[config.mk]
export PLATFORM = sky130hd
export DESIGN_NAME = seq_divider
export DESIGN_NICKNAME = d
export VERILOG_FILES = /design/src/rtl/seq_divider.sv
export SDC_FILE = /design/constraint.sdc
export NUM_CORES = 1
export LEC_CHECK = 0
export BUFFER_PORTS_ARGS = -buffer_cell sky130_fd_sc_hd__buf_2
export CAP_MARGIN = 40
export CORE_MARGIN = 2
export CORE_UTILIZATION = 58
export CTS_CLUSTER_DIAMETER = 120
export DETAILED_ROUTE_END_ITERATION = 7
export PLACE_DENSITY = 0.77
export SLEW_MARGIN = 5
export SYNTH_ARGS = -nofsm -noshare
export SYNTH_HDL_FRONTEND = slang
export SYNTH_SLANG_ARGS = --single-unit
[constraint.sdc]
create_clock -name i_clk -period 5.45 [get_ports i_clk]
set_clock_uncertainty 0.05 [all_clocks]
set_input_delay 0.8175 -clock i_clk [delete_from_list [all_inputs] [get_ports i_clk]]
set_output_delay 0.8175 -clock i_clk [all_outputs]
set_load 0.02 [all_outputs]
[src/rtl/seq_divider.sv]
// Sequential signed 32-bit restoring divider, one quotient bit per clock.
// Quotient truncates toward zero; remainder takes the sign of the dividend.
module seq_divider (
    input  logic        i_clk,
    input  logic        i_rst,
    input  logic        i_start,
    input  logic [31:0] i_dividend,
    input  logic [31:0] i_divisor,
    output logic        o_busy,
    output logic        o_done,
    output logic [31:0] o_quotient,
    output logic [31:0] o_remainder,
    output logic        o_dbz
);

    typedef enum logic [1:0] {StIdle, StDiv, StFix, StDone} state_e;

    state_e      state;
    logic        sign_a;
    logic        sign_b;
    logic [31:0] quo;
    logic [31:0] div_m;
    logic [31:0] dividend_orig;
    // Partial remainder; the restoring step keeps it below div_m, so bit 32 is always zero.
    logic [31:0] rem;
    logic [5:0]  count;

    logic [31:0] abs_dividend;
    logic [31:0] abs_divisor;
    logic [32:0] rem_shift;
    logic [32:0] trial;
    logic [31:0] quo_signed;
    logic [31:0] rem_signed;

    always_comb begin
        abs_dividend = i_dividend[31] ? (~i_dividend + 32'd1) : i_dividend;
        abs_divisor  = i_divisor[31]  ? (~i_divisor + 32'd1)  : i_divisor;
        rem_shift    = {rem, quo[31]};
        trial        = rem_shift - {1'b0, div_m};
        quo_signed   = (sign_a ^ sign_b) ? (~quo + 32'd1) : quo;
        rem_signed   = sign_a ? (~rem + 32'd1) : rem;
    end

    always_ff @(posedge i_clk) begin
        if (i_rst) begin
            state         <= StIdle;
            sign_a        <= 1'b0;
            sign_b        <= 1'b0;
            quo           <= '0;
            div_m         <= '0;
            dividend_orig <= '0;
            rem           <= '0;
            count         <= '0;
            o_busy        <= 1'b0;
            o_done        <= 1'b0;
            o_quotient    <= '0;
            o_remainder   <= '0;
            o_dbz         <= 1'b0;
        end else begin
            case (state)
                StIdle: begin
                    o_done <= 1'b0;
                    if (i_start) begin
                        sign_a        <= i_dividend[31];
                        sign_b        <= i_divisor[31];
                        quo           <= abs_dividend;
                        div_m         <= abs_divisor;
                        dividend_orig <= i_dividend;
                        rem           <= '0;
                        count         <= '0;
                        o_busy        <= 1'b1;
                        state         <= StDiv;
                    end
                end
                StDiv: begin
                    if (!trial[32]) begin
                        rem <= trial[31:0];
                        quo <= {quo[30:0], 1'b1};
                    end else begin
                        rem <= rem_shift[31:0];
                        quo <= {quo[30:0], 1'b0};
                    end
                    count <= count + 6'd1;
                    if (count == 6'd31) begin
                        state <= StFix;
                    end
                end
                StFix: begin
                    if (div_m == 32'd0) begin
                        o_quotient  <= 32'hFFFF_FFFF;
                        o_remainder <= dividend_orig;
                        o_dbz       <= 1'b1;
                    end else begin
                        o_quotient  <= quo_signed;
                        o_remainder <= rem_signed;
                        o_dbz       <= 1'b0;
                    end
                    // Busy falls in the same cycle the done pulse rises.
                    o_busy <= 1'b0;
                    o_done <= 1'b1;
                    state  <= StDone;
                end
                StDone: begin
                    o_done <= 1'b0;
                    state  <= StIdle;
                end
                default: begin
                    state <= StIdle;
                end
            endcase
        end
    end

endmodule

==> results of run 1 <==
stage by stage:
| stage | utilization | area (sq um) | power (mW) |
|---|---|---|---|
| after floorplan | - | 12100 | 3.92 |
| after global placement | 0.631 | 12900 | 4.51 |
| after detailed placement | 0.638 | 13000 | 4.62 |
| after CTS | 0.674 | 13700 | 6.14 |
| after global routing | 0.674 | 13700 | 6.53 |
| final | 0.674 | 13700 | 6.14 |
path summary, 6_finish.rpt:
check,to,slack (ns)
worst max-delay path,rem[15],1.58
worst min-delay path,dividend_orig[20],0.41
worst max register to register,rem[15],1.58
worst min register to register,dividend_orig[20],0.41
worst reg2reg max path, stage by stage, from the launching register on:
cell and delay, ns:
dfxtp_1 0.46, ha_1 0.34, a21oi_1 0.16, o21ai_0 0.15, a221o_1 0.38, a31oi_1 0.23
o221ai_1 0.13, a31o_2 0.27, a211oi_1 0.52, xnor2_4 0.24, buf_4 0.47, mux2i_1 0.16
a22o_1 0.20
layout by cell type (no fill, tap or decap), drive strengths merged, types with 33 or more instances in the layout:
| cell | instances |
|---|---|
| xnor2 | 57 |
| o21ai | 112 |
| a211oi | 41 |
| ha | 41 |
| nand2 | 213 |
| xor2 | 93 |
| buf | 152 |
| clkbuf | 33 |
| dfxtp | 204 |
| a21oi | 101 |
| nor2 | 165 |
| mux2i | 58 |
| inv | 55 |
metal layers:
metal,track usage,vias up,part of all wire
li1,-,5609,-
met1,0.379,5204,0.44
met2,0.464,381,0.45
met3,0.0331,81,0.059
met4,0.123,0,0.043
met5,0,-,0
report_power, final:
part / leakage, nW / total [mW] / internal [mW] / switching [mW]
Clock: 0.355 / 1.51 / 0.910 / 0.605
Sequential: 1.66 / 2.04 / 1.79 / 0.251
Combinational: 3.50 / 2.59 / 0.996 / 1.59
cell families after synthesis:
kind of cell | synth area share
AOI/OAI and AO/OA | 0.220
xor gates and xnor gates | 0.109
muxes | 0.0490
adders and majority gates | 0.0441
buffers and inverters | 0.0465
and+or+nand+nor | 0.194
DFF | 0.338
registers in the layout, summed over array words and instances (netlist names):
register / flops
o_done: 1
quo: 32
count: 6
o_quotient: 32
dividend_orig: 31
o_dbz: 1
sign_a: 1
div_m: 32
state: 2
rem: 32
sign_b: 1
o_busy: 1
o_remainder: 32
cell type report:
cell class / instances / area [sq um] / area share
flip-flops and latches: 204 / 4080 / 0.298
multi-input cells: 1182 / 7480 / 0.545
clock buffers: 33 / 643 / 0.0469
clock inverters: 5 / 81.3 / 0.00593
well taps: 270 / 338 / 0.0246
diodes: 1 / 2.50 / 0.000182
inverters: 54 / 203 / 0.0148
repair buffers: 152 / 893 / 0.0651
==> impl_metrics.tcl, run 1 <==
set metrics [dict create \
    wirelength_mm 32.1 \
    crit_slowest_cell "a211oi_1" \
    synth_most_common_cell "nand2_1" \
    path_cells "ha_1 > a21oi_1 > o21ai_0 > a221o_1 > a31oi_1 > o221ai_1 > a31o_2 > a211oi_1 > xnor2_4 > buf_4 > mux2i_1 > a22o_1" \
    r2r_cells 12 \
    min_path_cells 2 \
    syn_area_sq_mm 0.0121 \
    slew_violations 0 \
    wl_per_cell_um 16.9 \
    num_vias 11300 \
    async_flop_share 0 \
    grt_pass1_vias 10300 \
    grt_pass1_wl_mm 51.5 \
    cts.sinks 204 \
    tritoncts "yes" \
    die_x_um 148 \
    post_cts.repair.setup_buffers 0 \
    grt_max_degree 87 \
    path_buf_inv 1 \
    vias_per_cell 5.93 \
    portBuffers 133 \
    syn-num-nets 1644 \
    place_ws_ns 1.61 \
    fillers 1702 \
    syn2layout_area_growth_pct 13.6 \
    dp.final_hpwl_mm 23.7 \
    cts.reportedPaths.clkPinSlew_ns 0.06 \
    drtAntennaViolNets 0 \
    final_nets 1726 \
    die_area_sq_mm 0.0220 \
    fin_ws_ns 1.58 \
    yosysWarnings 0 \
    critPathRequiredTime_ns 5.80 \
    cp_max_fo 28 \
    ys.flop_type "dfxtp_1" \
    netlist.area_leader.share 0.338 \
    rsz0062_at_grt "false" \
    start_util 0.593 \
    fin_crit_sh 0.710 \
    core_sq_mm 0.0204 \
    io_pins 134 \
    rows 52 \
    hold_start "dividend_orig[20]" \
    insertion_delay_ns 0.50 \
    crit_family "compound AO/OA/AOI/OAI gates" \
    crit_path_start_kind "flop" \
    postCtsHoldBufs 0 \
    drive_gt1_frac 0.131 \
    status "completed" \
    p_per_area_mw_per_mm2 448 \
    drc 0 \
    reg2reg_from "rem[12]" \
    ir_drop_mv 0.191 \
    synth_edf_count 0 \
    p_leak_nw 5.52 \
    drt_iter0_drc 778 \
    die_h_um 148 \
    cp.depth 12 \
    synth_common_cells "nand2_1, dfxtp_1, nor2_1" \
    antenna_found_initial 0 \
    path_class "flop to flop" \
    relSlewSlack 0.410 \
    startpoint "rem[12]" \
    final_cells 1901 \
    synth_area_leaders "dfxtp_1, xor2_1, nand2_1" \
    whs_ns 0.406 \
    setup-tns-final_ns 0 \
    max_stage_delay_ns 0.52 \
    final.min_clock_period_ns 3.87 \
    routabilityCongestion 0.915 \
    cts_buffer_depth 3 \
    maxCapViolations 0 \
    synth_cell_types 66 \
    cts_resized 0 \
    worst_pin_slew_ns 0.885 \
    crit_path_end_kind "flop" \
    track_usage 0.284 \
    dp_cells 1862 \
    ys_ff_latch 204 \
    synth_seq_area_share 0.338 \
    hp-class "flop to flop" \
    htreeDepth 1 \
    cts-root-buf "clkbuf_16" \
    fmax_mhz 258 \
    synth.avg_cell_area_sq_um 7.87 \
    synth_top_cell_by_area "dfxtp_1" \
    worst_ep_arrival_time_ns 4.22 \
    first_pass_iters 5 \
    synthCells 1535 \
    finalHoldViolCount 0 \
    cts_buffers 23 \
    grt_overflow_total 0 \
    setup_viol 0 \
]
(Power assumes the default switching activity.)
==> run 2, diff against run 1 <==
CORE_UTILIZATION = 54   (was 58)
PLACE_DENSITY = 0.75   (was 0.77)
clock period = 3.1 ns   (was 5.45 ns; I/O delays follow)
==> run 2 against run 1 <==
Compared with the run above:
- the run now ends with negative setup slack left
- count of clock-buffer cells in the layout rose by 1
- non-clock buffer count increased by 111
- sequential cell count unchanged
- cell count rose by 6.6%
- final area up 9.8%
- clock power increased by 110%
- critical path type unchanged
==> impl_metrics.tcl, run 2 (same netlist as run 1, synthesis figures left out) <==
set metrics [dict create \
    fin_ws_ns -0.0339 \
    final_cell_mix "nand2_1, dfxtp_1, nor2_1" \
    violations "negative setup slack" \
    fmax_mhz 319 \
    status "complete, but fails checks" \
    p_sw_mw 4.51 \
    die_x_um 154 \
    cts.sinks 204 \
    finalHoldViolCount 0 \
    die_h_um 154 \
    design_area_sq_mm 0.0151 \
    place_ws_ns -0.332 \
    r2r_end "quo[0]" \
    syn2layout_area_growth_pct 24.7 \
    crit_path_start_kind "flop" \
    final_cells 2026 \
    rsz0062_at_grt "true" \
    met2WireLength_mm 16.0 \
    routabilityCongestion 0.957 \
    hp-class "input port to flop" \
    slew_violations 0 \
    wl_per_cell_um 16.8 \
    dp_cells 1975 \
    cts_buffers 24 \
    worst_pin_slew_ns 0.905 \
    reg2reg_from "rem[14]" \
    critPathRequiredTime_ns 3.44 \
    highest_layer "met4" \
    utilization 0.688 \
    postCtsHoldBufs 0 \
    drc 0 \
    regToRegSetupSlack_ns -0.03 \
    final.min_clock_period_ns 3.13 \
    tritoncts "yes" \
    grt_pass1_vias 10700 \
    sw_frac_of_total 0.386 \
    setup_viol 9 \
    maxCapViolations 0 \
    dp.final_hpwl_mm 24.7 \
    insertion_delay_ns 0.52 \
    cp_max_fo 5 \
    internal-power_mw 7.18 \
    wirelength_mm 34.0 \
    antenna_cells 0 \
    grt_overflow_total 0 \
    power_mw 11.7 \
    startpoint "rem[14]" \
    num_vias 11700 \
    drtAntennaViolNets 0 \
    p_leak_nw 6.19 \
    antenna_found_initial 0 \
    fin_crit_sh 1.01 \
    worst_ep_arrival_time_ns 3.48 \
    p_seq_frac 0.304 \
    cts-root-buf "clkbuf_16" \
    first_pass_iters 8 \
    min_to "div_m[0]" \
    htreeDepth 1 \
    track_usage 0.271 \
    drt_iter0_drc 875 \
    r2r_cells 13 \
    cts_buffer_depth 3 \
    wl_met3_mm 2.00 \
    vias_per_cell 5.78 \
    min_path_cells 3 \
    hold_start "i_divisor[0]" \
    grt_max_degree 95 \
    core_sq_mm 0.0219 \
    portBuffers 133 \
    setup-tns-final_ns -0.141 \
    rows 54 \
    die_area_sq_mm 0.0236 \
    clkPwrFrac 0.266 \
    final_nets 1838 \
    relSlewSlack 0.397 \
    crit_path_end_kind "flop" \
    drive_gt1_frac 0.218 \
    io_pins 134 \
    p_per_area_mw_per_mm2 776 \
    path_class "flop to flop" \
    placed_area_sq_mm 0.0138 \
    combPwrFrac 0.430 \
    ir_drop_mv 0.408 \
    grt_pass1_wl_mm 53.7 \
    detail_route.wirelength.met1_mm 15.1 \
    start_util 0.552 \
    cts.reportedPaths.clkPinSlew_ns 0.06 \
    whs_ns 0.180 \
    final_common_cell "nand2_1" \
]
-- run 2: cell types whose count changed in the layout (fill, tap and decap cells not counted), sizes merged --
| cell | previous run | this run |
|---|---|---|
| clkbuf | 33 | 36 |
| buf | 152 | 261 |
| clkinv | 2 | 3 |
| diode | 1 | 0 |
| bufinv | 2 | 5 |
-- run 2: power groups by stage --
stage | Clock [mW] | Combinational (mW) | Sequential, mW
finish | 3.10 | 5.03 | 3.56
global route | 3.23 | 5.53 | 3.62
detailed placement | 0 | 4.78 | 3.59
CTS | 3.12 | 4.82 | 3.54
global placement | 0 | 4.69 | 3.57
floorplan | 0 | 3.19 | 3.72
-- run 2: worst max path at each step --
stage                            to  slack (ns)  depth (start not counted)
floorplan                 div_m[30]       -0.13                          8
global placement          div_m[30]       -0.29                          9
detailed placement        div_m[30]       -0.33                          9
CTS                 o_remainder[28]       -0.03                         10
global route                 quo[0]       -0.13                         14
finish                       quo[0]       -0.03                         13
-- run 2: area by class of cell --
| class | count | area [sq um] |
|---|---|---|
| clock buffer | 34 | 689 |
| clock inverter | 9 | 174 |
| fill | 1800 | 6820 |
| inverter | 54 | 203 |
| multi-input combinational | 1182 | 7770 |
| sequential | 204 | 4100 |
| tap | 280 | 350 |
| timing repair buffer | 263 | 1780 |
-- run 2: critical path, stage by stage, from the launching register on --
cell and delay [ns]:
dfxtp_2 0.34, ha_4 0.25, a21oi_2 0.17, o21ai_2 0.09, a221o_1 0.35, a31oi_1 0.23
o221ai_1 0.17, a31o_4 0.25, a211oi_4 0.32, xnor2_4 0.13, buf_12 0.16, buf_8 0.13
a222oi_1 0.27, nor2_1 0.09
-- run 2: timing repair --
item	4_1_cts	5_1_grt
pin swaps	6	26
gates resized for setup	8	85
setup buffers	1	5
cloned	0	2
setup endpoints to repair	38	44
hold endpoints to repair	0	0
-- run 2: metal layers --
metal  global-route usage  vias to the layer above
li1                     -                     5825
met5                    0                        -
met4               0.0730                        0
met1                0.370                     5407
met3               0.0302                       65
met2                0.456                      412
==> run 3, diff against run 2 <==
CELL_PAD_IN_SITES_DETAIL_PLACEMENT = 1   (was default)
CELL_PAD_IN_SITES_GLOBAL_PLACEMENT = 1   (was default)
CORE_UTILIZATION = 35   (was 54)
PLACE_DENSITY = 0.67   (was 0.75)
==> run 3 against run 2 <==
Compared with the run above:
- count of clock-buffer cells in the layout increased by 3
- wire length increased by 19%
- die area increased by 53%
- largest cell class unchanged
- critical path depth decreased by 2
- cell count increased by 10%
- the run ends with design-rule violations, negative setup slack left
- sequential power about the same
- setup slack got worse by 0.011 ns
==> impl_metrics.tcl, run 3 (same netlist as run 1, synthesis figures left out) <==
set metrics [dict create \
    p_leak_nw 6.39 \
    regToRegSetupSlack_ns -0.04 \
    drive_gt1_frac 0.233 \
    final_cells 2235 \
    setup_viol 2 \
    crit_path_start_kind "flop" \
    p_sw_mw 4.76 \
    antenna_found_initial 0 \
    crit_path_end_kind "flop" \
    postCtsHoldBufs 0 \
    cts.sinks 204 \
    tritoncts "yes" \
    fin_crit_sh 1.01 \
    path_class "flop to flop" \
    drc 1 \
    start_util 0.352 \
    p_seq_frac 0.295 \
    relSlewSlack 0.366 \
    track_usage 0.218 \
    fin_ws_ns -0.0450 \
    power_mw 12.1 \
    syn2layout_area_growth_pct 29.4 \
    htreeDepth 1 \
    grt_pass1_wl_mm 63.7 \
    p_per_area_mw_per_mm2 772 \
    maxCapViolations 0 \
    final_cell_mix "nand2_1, dfxtp_1, nor2_1" \
    clkPwrFrac 0.261 \
    violations "design-rule violations, negative setup slack" \
    drtAntennaViolNets 0 \
    combPwrFrac 0.443 \
    ir_drop_mv 0.469 \
    final.min_clock_period_ns 3.14 \
    wirelength_mm 40.7 \
    cts-root-buf "clkbuf_16" \
    num_vias 11900 \
    finalHoldViolCount 0 \
    drt_iter0_drc 561 \
    fmax_mhz 318 \
    grt_max_degree 102 \
    dp.final_hpwl_mm 30.0 \
    cts_buffer_depth 3 \
    die_h_um 190 \
    antenna_cells 0 \
    worst_ep_arrival_time_ns 3.51 \
    cp_max_fo 5 \
    sw_frac_of_total 0.394 \
    core_sq_mm 0.0343 \
    wl_per_cell_um 18.2 \
    grt_pass1_vias 11800 \
    grt_overflow_total 0 \
    setup-tns-final_ns -0.0590 \
    worst_pin_slew_ns 0.946 \
    hp-class "input port to flop" \
    io_pins 134 \
    dp_cells 2177 \
    vias_per_cell 5.34 \
    status "complete, but fails checks" \
    final_common_cell "nand2_1" \
    routabilityCongestion 0.885 \
    insertion_delay_ns 0.53 \
    slew_violations 0 \
    portBuffers 133 \
    cts.reportedPaths.clkPinSlew_ns 0.06 \
    first_pass_iters 8 \
    final_nets 1872 \
    rsz0062_at_grt "true" \
    rows 68 \
    critPathRequiredTime_ns 3.47 \
    die_x_um 190 \
    internal-power_mw 7.31 \
    die_area_sq_mm 0.0360 \
    cts_buffers 25 \
]
==> run 3: cell count changes in the layout (fill, tap and decap cells not counted), sizes merged <==
cell,delta
bufinv,-1
buf,+33
inv,-1
clkinvlp,+1
clkinv,-1
clkbuf,+3
==> run 3: worst paths after layout <==
kind,start,endpoint,cells after the start
worst max register to register,rem[7],o_remainder[28],11
worst min-delay path,i_divisor[0],div_m[0],3
worst max-delay path,rem[7],o_remainder[28],11
worst min register to register,dividend_orig[17],dividend_orig[17],2
==> run 3: power groups by stage <==
stage | logic (mW) | clock network, mW | registers [mW]
global route | 5.90 | 3.33 | 3.63
CTS | 5.21 | 3.21 | 3.55
floorplan | 3.19 | 0 | 3.72
detailed placement | 5.12 | 0 | 3.60
global placement | 5.01 | 0 | 3.58
finish | 5.35 | 3.15 | 3.56
==> run 3: final cells by class <==
| cell class | instances | area [sq um] |
|---|---|---|
| clock buffers | 37 | 741 |
| clock inverters | 7 | 141 |
| fillers | 4146 | 18700 |
| inverters | 54 | 205 |
| multi-input cells | 1182 | 7840 |
| flip-flops and latches | 204 | 4100 |
| well taps | 455 | 569 |
| repair buffers | 296 | 2040 |
==> run 3: timing repair <==
item	CTS	global route
gates resized for setup	35	70
endpoints found under the setup margin	41	44
setup buffers	4	6
endpoints found under the hold margin	0	0
cloned	1	3
pin swaps	7	30
==> run 3: per-layer routing <==
metal / up-vias / GRT usage / share of wire
met4: 0 / 0.0713 / 0.032
met2: 234 / 0.361 / 0.46
met5: - / 0 / 0
met3: 61 / 0.0255 / 0.044
li1: 5904 / - / -
met1: 5744 / 0.296 / 0.46
==> run 3: critical path, cell delays in order, from the launching register on <==
cell     delay (ns)
dfxtp_4        0.36
or4_4          0.56
nor4_4         0.15
nand2_1        0.12
or4_4          0.47
or4_4          0.55
buf_4          0.17
o31ai_4        0.16
xor2_1         0.15
o21ai_0        0.09
mux2i_1        0.14
nor2_1         0.05
==> run 3: metrics by stage <==
stage | setup slack [ns] | area [sq um] | util | hold slack, ns
3_3_place_gp | -0.322 | 14200 | 0.415 | 0.395
3_5_place_dp | -0.408 | 14200 | 0.415 | 0.403
4_1_cts | -0.0128 | 15300 | 0.446 | 0.155
6_report | -0.0450 | 15600 | 0.456 | 0.169
5_1_grt | -0.187 | 15600 | 0.456 | 0.187
2_1_floorplan | -0.126 | 12200 | - | 0.386
